`src/rtl/serial_arith_pkg.sv`:
```
`default_nettype none
// ============================================================================
// Module      : serial_arith_pkg
// Description : Shared constants and FSM encoding for bit-serial arithmetic.
// Revision    : 1.0 - initial release
// ============================================================================
package serial_arith_pkg;

  localparam int SERIAL_DEFAULT_WIDTH = 16;

  localparam logic [1:0] IDLE = 2'd0;
  localparam logic [1:0] RUN  = 2'd1;
  localparam logic [1:0] DONE = 2'd2;

  typedef enum logic [1:0] {
    ST_IDLE = IDLE,
    ST_RUN  = RUN,
    ST_DONE = DONE
  } state_t;

endpackage
`default_nettype wire

```
`src/rtl/serial_subtractor_16bit_if.sv`:
```
`default_nettype none
// ============================================================================
// Module      : serial_subtractor_16bit_if
// Description : Operand/result handshake bundle for the serial subtractor.
//               overflow exists only with SERIAL_SUB_OVERFLOW_EN.
// Revision    : 1.0 - initial release
// ============================================================================
interface serial_subtractor_16bit_if
  import serial_arith_pkg::*;
#(
  parameter int WIDTH = SERIAL_DEFAULT_WIDTH
);
  logic             in_valid;
  logic             in_ready;
  logic [WIDTH-1:0] a;
  logic [WIDTH-1:0] b;
  logic             bin;
  logic             out_valid;
  logic             out_ready;
  logic [WIDTH-1:0] diff;
  logic             bout;
`ifdef SERIAL_SUB_OVERFLOW_EN
  logic             overflow;
`endif

  modport master (
    output in_valid, a, b, bin, out_ready,
`ifdef SERIAL_SUB_OVERFLOW_EN
    input  overflow,
`endif
    input  in_ready, out_valid, diff, bout
  );

  modport slave (
    input  in_valid, a, b, bin, out_ready,
`ifdef SERIAL_SUB_OVERFLOW_EN
    output overflow,
`endif
    output in_ready, out_valid, diff, bout
  );
endinterface
`default_nettype wire

```
`src/rtl/full_subtractor.sv`:
```
`default_nettype none
// ============================================================================
// Module      : full_subtractor
// Description : Combinational 1-bit subtractor cell, d = x - y - bin.
// Revision    : 1.0 - initial release
// ============================================================================
module full_subtractor (
  input  logic x,
  input  logic y,
  input  logic bin,
  output logic d,
  output logic bout
);
  assign d    = x ^ y ^ bin;
  assign bout = (~x & y) | (~(x ^ y) & bin);
endmodule
`default_nettype wire

```
`src/rtl/serial_subtractor_16bit.sv`:
```
`default_nettype none
// ============================================================================
// Module      : serial_subtractor_16bit
// Description : Bit-serial a - b - bin, LSB first, one bit per clock.
//               Optional signed overflow output with SERIAL_SUB_OVERFLOW_EN.
// Revision    : 1.0 - initial release
// ============================================================================
module serial_subtractor_16bit
  import serial_arith_pkg::*;
#(
  parameter int WIDTH = SERIAL_DEFAULT_WIDTH
) (
  input  logic                    clk,
  input  logic                    rst_n,
  serial_subtractor_16bit_if.slave bus
);
  localparam int              CW     = (WIDTH > 1) ? $clog2(WIDTH) : 1;
  localparam logic [CW-1:0]   C_LAST = CW'(WIDTH - 1);

  state_t           r_state;
  state_t           w_next;
  logic [WIDTH-1:0] r_a_sr;
  logic [WIDTH-1:0] r_b_sr;
  logic [WIDTH-1:0] r_res;
  logic             r_borrow;
  logic             r_bout;
  logic [CW-1:0]    r_cnt;
  logic             w_d;
  logic             w_bout;
  logic             w_accept;
  logic             w_last;

  full_subtractor u_cell (
    .x    (r_a_sr[0]),
    .y    (r_b_sr[0]),
    .bin  (r_borrow),
    .d    (w_d),
    .bout (w_bout)
  );

  assign w_accept = (r_state == ST_IDLE) && bus.in_valid;
  assign w_last   = (r_state == ST_RUN) && (r_cnt == C_LAST);

  always_ff @(posedge clk or negedge rst_n) begin
    if (!rst_n) begin
      r_state <= ST_IDLE;
    end else begin
      r_state <= w_next;
    end
  end

  always_comb begin
    w_next = r_state;
    case (r_state)
      ST_IDLE: if (bus.in_valid)  w_next = ST_RUN;
      ST_RUN:  if (w_last)        w_next = ST_DONE;
      ST_DONE: if (bus.out_ready) w_next = ST_IDLE;
      default:                    w_next = ST_IDLE;
    endcase
  end

  // Datapath: the counter stops at WIDTH-1 rather than wrapping on exit.
  always_ff @(posedge clk or negedge rst_n) begin
    if (!rst_n) begin
      r_a_sr   <= '0;
      r_b_sr   <= '0;
      r_res    <= '0;
      r_borrow <= 1'b0;
      r_bout   <= 1'b0;
      r_cnt    <= '0;
    end else if (w_accept) begin
      r_a_sr   <= bus.a;
      r_b_sr   <= bus.b;
      r_borrow <= bus.bin;
      r_cnt    <= '0;
    end else if (r_state == ST_RUN) begin
      r_a_sr   <= {1'b0, r_a_sr[WIDTH-1:1]};
      r_b_sr   <= {1'b0, r_b_sr[WIDTH-1:1]};
      r_res    <= {w_d, r_res[WIDTH-1:1]};
      r_borrow <= w_bout;
      if (w_last) begin
        r_bout <= w_bout;
      end else begin
        r_cnt  <= r_cnt + CW'(1);
      end
    end
  end

`ifdef SERIAL_SUB_OVERFLOW_EN
  logic r_a_msb;
  logic r_b_msb;
  logic r_ovf;

  // On the last RUN cycle w_d is the result MSB.
  always_ff @(posedge clk or negedge rst_n) begin
    if (!rst_n) begin
      r_a_msb <= 1'b0;
      r_b_msb <= 1'b0;
      r_ovf   <= 1'b0;
    end else if (w_accept) begin
      r_a_msb <= bus.a[WIDTH-1];
      r_b_msb <= bus.b[WIDTH-1];
    end else if (w_last) begin
      r_ovf   <= (r_a_msb ^ r_b_msb) & (r_a_msb ^ w_d);
    end
  end

  assign bus.overflow = r_ovf;
`endif

  assign bus.in_ready  = rst_n && (r_state == ST_IDLE);
  assign bus.out_valid = (r_state == ST_DONE);
  assign bus.diff      = r_res;
  assign bus.bout      = r_bout;
endmodule
`default_nettype wire

```
`src/flat_wrapper.sv`:
```
// flat-port wrapper written by rule: the top's interface ports become plain ports
module serial_subtractor_16bit_flat import serial_arith_pkg::*;
#(
  parameter int WIDTH = SERIAL_DEFAULT_WIDTH
)
  (clk, rst_n, bus_in_valid, bus_a, bus_b, bus_bin, bus_out_ready, bus_in_ready, bus_out_valid, bus_diff, bus_bout);
  serial_subtractor_16bit_if #(.WIDTH(WIDTH)) bus_i ();
  input  logic clk;
  input  logic rst_n;
  input wire logic [$bits(bus_i.in_valid)-1:0] bus_in_valid;
  input wire logic [$bits(bus_i.a)-1:0] bus_a;
  input wire logic [$bits(bus_i.b)-1:0] bus_b;
  input wire logic [$bits(bus_i.bin)-1:0] bus_bin;
  input wire logic [$bits(bus_i.out_ready)-1:0] bus_out_ready;
  output wire logic [$bits(bus_i.in_ready)-1:0] bus_in_ready;
  output wire logic [$bits(bus_i.out_valid)-1:0] bus_out_valid;
  output wire logic [$bits(bus_i.diff)-1:0] bus_diff;
  output wire logic [$bits(bus_i.bout)-1:0] bus_bout;
  assign bus_i.in_valid = bus_in_valid;
  assign bus_i.a = bus_a;
  assign bus_i.b = bus_b;
  assign bus_i.bin = bus_bin;
  assign bus_i.out_ready = bus_out_ready;
  assign bus_in_ready = bus_i.in_ready;
  assign bus_out_valid = bus_i.out_valid;
  assign bus_diff = bus_i.diff;
  assign bus_bout = bus_i.bout;
  serial_subtractor_16bit #(.WIDTH(WIDTH)) u_core (.clk(clk), .rst_n(rst_n), .bus(bus_i));
endmodule
```
`config.mk`:
```
export PLATFORM = sky130hd
export DESIGN_NAME = serial_subtractor_16bit_flat
export DESIGN_NICKNAME = d
export VERILOG_FILES = /design/src/rtl/serial_arith_pkg.sv /design/src/rtl/serial_subtractor_16bit_if.sv /design/src/rtl/full_subtractor.sv /design/src/rtl/serial_subtractor_16bit.sv /design/src/flat_wrapper.sv
export SDC_FILE = /design/constraint.sdc
export NUM_CORES = 1
export LEC_CHECK = 0
export CAP_MARGIN = 20
export CORE_MARGIN = 1.5
export CORE_UTILIZATION = 46
export CTS_BUF_LIST = sky130_fd_sc_hd__clkbuf_8
export CTS_CLUSTER_DIAMETER = 120
export CTS_CLUSTER_SIZE = 16
export DETAILED_ROUTE_END_ITERATION = 12
export HOLD_SLACK_MARGIN = 0.02
export MAX_ROUTING_LAYER = met4
export PLACE_DENSITY = 0.84
export SYNTH_ARGS = -nofsm -noshare
export SYNTH_HDL_FRONTEND = slang
export SYNTH_HIERARCHICAL = 1
export SYNTH_SLANG_ARGS = --single-unit
```
`constraint.sdc`:
```
create_clock -name clk -period 1.39 [get_ports clk]
set_clock_uncertainty 0.2 [all_clocks]
set_input_delay 0.3475 -clock clk [delete_from_list [all_inputs] [get_ports clk]]
set_output_delay 0.3475 -clock clk [all_outputs]
set_load 0.01 [all_outputs]
```
==> flow_summary_export.csv, run 1 <==
group,metric,value,unit
sta,tns,-7.72,ns
sta,min_period,1.64,ns
yosys,synth_edf_count,0,
sta,maxSlewHeadroom,53.2,%
clock_network,cts.sinks,56,
placement,gp_congestion,0.818,
global_route,grt_start_max_net_pins,57,
yosys,yosysUniqueCellTypes,27,
global_route,grt_pass1_wl,9570,um
floorplan,die_h,74.7,um
sta,grt_setup_unrepaired,"yes",
clock_network,clk_pin_slew_worst_paths,0.10,ns
setup_path,cp_cell_sequence,"nor3b_2 -> buf_2",
global_route,globalRouteMet2Util,39.7,%
yosys,avgSynthCellArea,9.57,um2
cells_and_area,layout_commonest_cell,"nand2_1",
clock_network,holdBufCountCts,0,
status,status,"finished, violations left",
detailed_routing,drc,0,
sta,holdWs,0.0123,ns
yosys,synth_top_area_share,59.3,%
setup_path,worstSetupEndpointType,"output port",
setup_path,crit_type,"flop to output port",
sta,tightest_slew,0.702,ns
sta,period_share,118,%
cells_and_area,area_growth_syn_to_layout,53.5,%
yosys,synth_top_area_cell,"dfrtp_1",
clock_network,clockBufferDepth,2,
setup_path,crit_arrival,1.09,ns
floorplan,core_region_area,0.00485,mm2
global_route,grt_usage,23.7,%
cells_and_area,antennaDiodeCount,0,
floorplan,die_area,0.00558,mm2
detailed_routing,vias_per_cell,5.15,
detailed_routing,route.antenna.remaining_nets,0,
global_route,grt_pass1_vias,2040,
sta,finalSetupViolations,63,
clock_network,clock_latency,0.31,ns
placement,port_buffers,55,
setup_path,worst_setup_path_start_kind,"flop",
clock_network,root_buffer,"clkbuf_8",
cells_and_area,layout_common_cells,"nand2_1 (97), dfrtp_1 (56), buf_4 (39), clkdlybuf4s50_1 (35), a22oi_1 (23)",
placement,hpwl,3770,um
yosys,synth-async-reset-ratio,100,%
yosys,yosysSeqAreaShare,59.3,%
global_route,antenna_found_initial,0,
yosys,synth_area,0.00236,mm2
power_and_ir_drop,p_leak,0.00185,uW
cells_and_area,layout-drive-gt1-share,35.2,%
detailed_routing,initialDrtViolationCount,217,
sta,fmax,609,MHz
sta,fin_ws,-0.251,ns
setup_path,required,0.84,ns
floorplan,num_io_pins,56,
floorplan,die_w,74.7,um
global_route,met3_usage,4.82,%
detailed_routing,vias,2156,
global_route,grt_use_met1,29.1,%
clock_network,cts_tree,"built",
yosys,synth_nets,286,
global_route,busiest_layer,"met2",
cells_and_area,finalNetCount,390,
detailed_routing,finalWirelength,6520,um
sta,hold_viol,0,
clock_network,numCtsBuffers,5,
setup_path,crit_fanout,3,
hold_path,min_path_type,"input port to async pin",
detailed_routing,wire_per_inst,15.6,um
sta,slew_viol_final,0,
yosys,synth_ff_type,"dfrtp_1",
floorplan,row_count,25,
floorplan,start_util,48.7,%
clock_network,h-tree-depth,2,
yosys,synth_area_leaders,"dfrtp_1 (59%), nand2_1 (19%), a22oi_1 (9.8%)",
detailed_routing,drtPass1Iterations,5,
setup_path,cp_slowest_stage_delay,0.44,ns
yosys,synthCells,247,
status,violations,"negative setup slack",
power_and_ir_drop,p_per_area,2090,mW/mm2
global_route,gr-total-overflow,0,
yosys,ys_seq_elements,56,
flow_run,drv_cap,0,
setup_path,slowest_stage,"dfrtp_1",
power_and_ir_drop,ir_drop,998,uV
yosys,ys_warn_count,6,
[repair_timing]
action | in CTS | in global routing
endpoints found under the setup margin | 75 | 75
pin swaps | 3 | 26
resized for setup | 101 | 39
cloned | 5 | 0
buffers inserted | 9 | 8
[through the flow]
step / std cells / instance area [um2] / total power, uW / util, % / worst slack [ns]
2_1_floorplan: 247 / 2390 / 4280 / - / -0.0413
3_3_place_gp: 389 / 3220 / 5480 / 66.3 / -0.395
3_5_place_dp: 389 / 3220 / 5640 / 66.3 / -0.468
4_1_cts: 411 / 3430 / 7000 / 70.8 / -0.213
5_1_grt: 419 / 3630 / 8040 / 74.8 / -0.286
6_report: 419 / 3630 / 7580 / 74.8 / -0.251
[per-layer routing]
metal / routed length [um] / part of all wire (%)
met3: 360 / 5.5
met4: 109 / 1.7
met1: 2570 / 39
met2: 3470 / 53
met5: 0 / 0
[sequential cells by signal, summed over array words and instances, names as in the netlist]
signal           flops
u_core/bus.bout      1
u_core/bus.diff     16
u_core/r_a_sr       16
u_core/r_b_sr       16
u_core/r_borrow      1
u_core/r_cnt         4
u_core/r_state       2
[final timing paths]
kind | to | from | slack (ns) | cells past startpoint
worst max register to register | u_core/r_cnt[1] | u_core/r_state[0] | -0.25 | 4
max in group asynchronous | u_core/r_cnt[1] | rst_n | 0.51 | 2
min in group clk | u_core/r_b_sr[4] | u_core/r_b_sr[4] | 0.28 | 2
worst max-delay path | bus_in_ready | u_core/r_state[0] | -0.25 | 2
worst min-delay path | u_core/r_b_sr[12] | rst_n | 0.01 | 2
worst min register to register | u_core/r_b_sr[4] | u_core/r_b_sr[4] | 0.28 | 2
[cells in the mapped netlist, types with 2 or more instances]
library cell	number
buf_4	3
buf_2	7
nor2b_1	3
nor3_1	2
a21o_1	2
o21ai_0	2
nand2_1	117
clkbuf_1	4
a22oi_1	31
inv_1	4
dfrtp_1	56
[logic make-up after synthesis]
group                      after synthesis  synth area share, %
buffers and inverters                   19                 4.18
and+or+nand+nor                        129                 22.0
muxes                                    3                 1.38
DFF                                     56                 59.3
adders and majority gates                2                 1.38
AOI/OAI and AO/OA                       38                 11.8
[power by group]
part	internal (uW)	total, uW	switching (uW)
registers	2300	2740	441
logic	1920	3720	1800
clock network	590	1120	527
total	4810	7580	2770
[cell type report]
cell class                 instances  area [um2]
fill                             320        1220
multi-input combinational        172        1020
tap                               67        83.8
clock buffer                       6        82.6
timing repair buffer             112         981
clock inverter                     2        38.8
sequential                        56        1400
inverter                           4        15.0
[worst max-delay path, delay by kind of cell, from the launching register on]
kind          cells  cell delay [ns]
flops             1             0.44
buf+inv           1             0.15
simple gates      1             0.19
No activity file was read; power rests on OpenSTA's default activity.
==> inputs of run 2 (changes only) <==
--- a/config.mk
+++ b/config.mk
@@ -13,8 +13,8 @@
 export CTS_CLUSTER_SIZE = 16
 export DETAILED_ROUTE_END_ITERATION = 12
 export HOLD_SLACK_MARGIN = 0.02
-export MAX_ROUTING_LAYER = met4
 export PLACE_DENSITY = 0.84
+export SLEW_MARGIN = 10
 export SYNTH_ARGS = -nofsm -noshare
 export SYNTH_HDL_FRONTEND = slang
 export SYNTH_HIERARCHICAL = 1
==> run 2 against run 1 <==
  * The flow still finishes with violations (negative setup slack)
  * Sequential share of layout area is the same
  * Combinational power is essentially flat
  * Clock power is essentially flat
  * Clock-buffer cell count is the same
  * Non-clock buffer count is the same
  * Worst hold slack gained 0.011 ns
  * First-iteration DRC count shrank 1.4%
  * Wire length grew 0.45%
  * Utilization is the same
  * Critical path type unchanged
  * Critical endpoint unchanged
==> flow_summary_export.csv, run 2 (same netlist as run 1, synthesis figures left out) <==
group,metric,value,unit
status,status,"finished, violations left",
status,violations,"negative setup slack",
sta,hold_viol,0,
cells_and_area,area_growth_syn_to_layout,53.5,%
cells_and_area,antennaDiodeCount,0,
sta,slew_viol_final,0,
floorplan,num_io_pins,56,
detailed_routing,drtPass1Iterations,4,
power_and_ir_drop,p_sw,2780,uW
floorplan,start_util,48.7,%
sta,fin_ws,-0.258,ns
detailed_routing,vias_per_cell,5.21,
floorplan,die_h,74.7,um
clock_network,clock_latency,0.32,ns
detailed_routing,finalWirelength,6550,um
detailed_routing,vias,2183,
placement,gp_congestion,0.807,
floorplan,core_region_area,0.00485,mm2
power_and_ir_drop,p_per_area,2090,mW/mm2
detailed_routing,wire_per_inst,15.6,um
cells_and_area,finalNetCount,390,
clock_network,holdBufCountCts,0,
detailed_routing,route.antenna.remaining_nets,0,
global_route,antenna_found_initial,0,
clock_network,clk_pin_slew_worst_paths,0.10,ns
clock_network,clockBufferDepth,2,
placement,port_buffers,55,
power_and_ir_drop,p_sw_share,36.6,%
cells_and_area,fin_cells,419,
setup_path,crit_arrival,1.10,ns
setup_path,crit_type,"flop to output port",
global_route,gr-total-overflow,0,
power_and_ir_drop,power.internal,4810,uW
sta,grt_setup_unrepaired,"yes",
global_route,grt_start_max_net_pins,57,
clock_network,h-tree-depth,2,
hold_path,min_path_type,"input port to async pin",
clock_network,cts_tree,"built",
cells_and_area,layout_commonest_cell,"nand2_1",
setup_path,worstSetupEndpointType,"output port",
power_and_ir_drop,power.total,7590,uW
sta,min_period,1.65,ns
clock_network,numCtsBuffers,5,
sta,fmax,607,MHz
power_and_ir_drop,pwr-share-comb,49.0,%
power_and_ir_drop,p_leak,0.00185,uW
sta,period_share,119,%
cells_and_area,layout_common_cells,"nand2_1 (97), dfrtp_1 (56), buf_4 (39), clkdlybuf4s50_1 (35), a22oi_1 (23)",
clock_network,root_buffer,"clkbuf_8",
power_and_ir_drop,ir_drop,998,uV
global_route,grt_usage,22.9,%
power_and_ir_drop,power_frac_seq,36.2,%
global_route,grt_pass1_vias,2049,
flow_run,drv_cap,0,
power_and_ir_drop,clkPwrFrac,14.8,%
placement,placedCellCount,389,
setup_path,cp_slowest_stage_delay,0.43,ns
placement,hpwl,3770,um
setup_path,required,0.84,ns
floorplan,die_w,74.7,um
detailed_routing,drc,0,
setup_path,worst_setup_path_start_kind,"flop",
placement,dp_slack,-0.468,ns
detailed_routing,initialDrtViolationCount,214,
floorplan,die_area,0.00558,mm2
setup_path,crit_fanout,3,
sta,tightest_slew,0.714,ns
setup_path,cp_cell_sequence,"nor3b_2 -> buf_2",
global_route,grt_pass1_wl,9550,um
cells_and_area,layout-drive-gt1-share,35.2,%
floorplan,row_count,25,
sta,finalSetupViolations,64,
setup_path,slowest_stage,"dfrtp_1",
sta,maxSlewHeadroom,52.4,%
clock_network,cts.sinks,56,
run 2: worst paths after layout:
check / end / from / cells after the start / slack (ns)
setup / recovery: bus_in_ready / u_core/r_state[1] / 2 / -0.26
hold / removal: u_core/r_a_sr[3] / rst_n / 2 / 0.02
setup reg to reg: u_core/r_cnt[1] / u_core/r_state[0] / 4 / -0.24
hold reg to reg: u_core/r_borrow / u_core/r_borrow / 2 / 0.29
max in group asynchronous: u_core/bus.bout / rst_n / 2 / 0.49
min in group clk: u_core/r_borrow / u_core/r_borrow / 2 / 0.29
run 2: stage by stage:
| stage | util (%) | cell area [um2] | TNS, ns | hold WS, ns |
|---|---|---|---|---|
| floorplan | - | 2390 | -0.192 | -0.148 |
| finish | 74.8 | 3630 | -7.58 | 0.0230 |
| global route | 74.8 | 3630 | -10.69 | 0.0706 |
| global placement | 66.3 | 3220 | -14.63 | 0.260 |
| detailed placement | 66.3 | 3220 | -16.53 | 0.264 |
| CTS | 70.8 | 3430 | -5.90 | 0.0265 |
run 2: power by group through the flow:
stage                     Combinational [uW]  Clock (uW)  Sequential [uW]
after floorplan                         1510           0             2770
after global placement                  2780           0             2700
after detailed placement                2910           0             2730
after CTS                               3160        1140             2700
after global routing                    4040        1200             2800
final                                   3720        1130             2750
run 2: critical path, delay by kind of cell, from the launching register on:
| kind | cells | cell delay, ns |
|---|---|---|
| simple gates | 1 | 0.21 |
| flops | 1 | 0.43 |
| buf+inv | 1 | 0.16 |
run 2: metal layers:
metal	part of all wire, %	track usage, %
met4	2.0	7.27
met3	5.6	4.95
met2	53	39.7
met5	0	0
met1	40	29.0
run 2: timing repair:
action | 4_1_cts | 5_1_grt
pin swaps | 3 | 26
buffers inserted | 9 | 8
setup endpoints to repair | 75 | 75
gates resized for setup | 101 | 39
gates cloned | 5 | 0
run 2: layout make-up:
type | instances | area, um2
inverter | 4 | 15.0
multi-input combinational | 172 | 1020
fill | 320 | 1220
clock inverter | 2 | 38.8
timing repair buffer | 112 | 981
sequential | 56 | 1400
clock buffer | 6 | 82.6
tap | 67 | 83.8
==> inputs of run 3 (changes only) <==
--- a/config.mk
+++ b/config.mk
@@ -12,6 +12,7 @@
 export CTS_CLUSTER_DIAMETER = 120
 export CTS_CLUSTER_SIZE = 16
 export DETAILED_ROUTE_END_ITERATION = 12
+export GPL_ROUTABILITY_DRIVEN = 0
 export HOLD_SLACK_MARGIN = 0.02
 export PLACE_DENSITY = 0.84
 export SLEW_MARGIN = 10
==> results of run 3 <==
Final layout, timing and power as in run 2 (identical DEF).
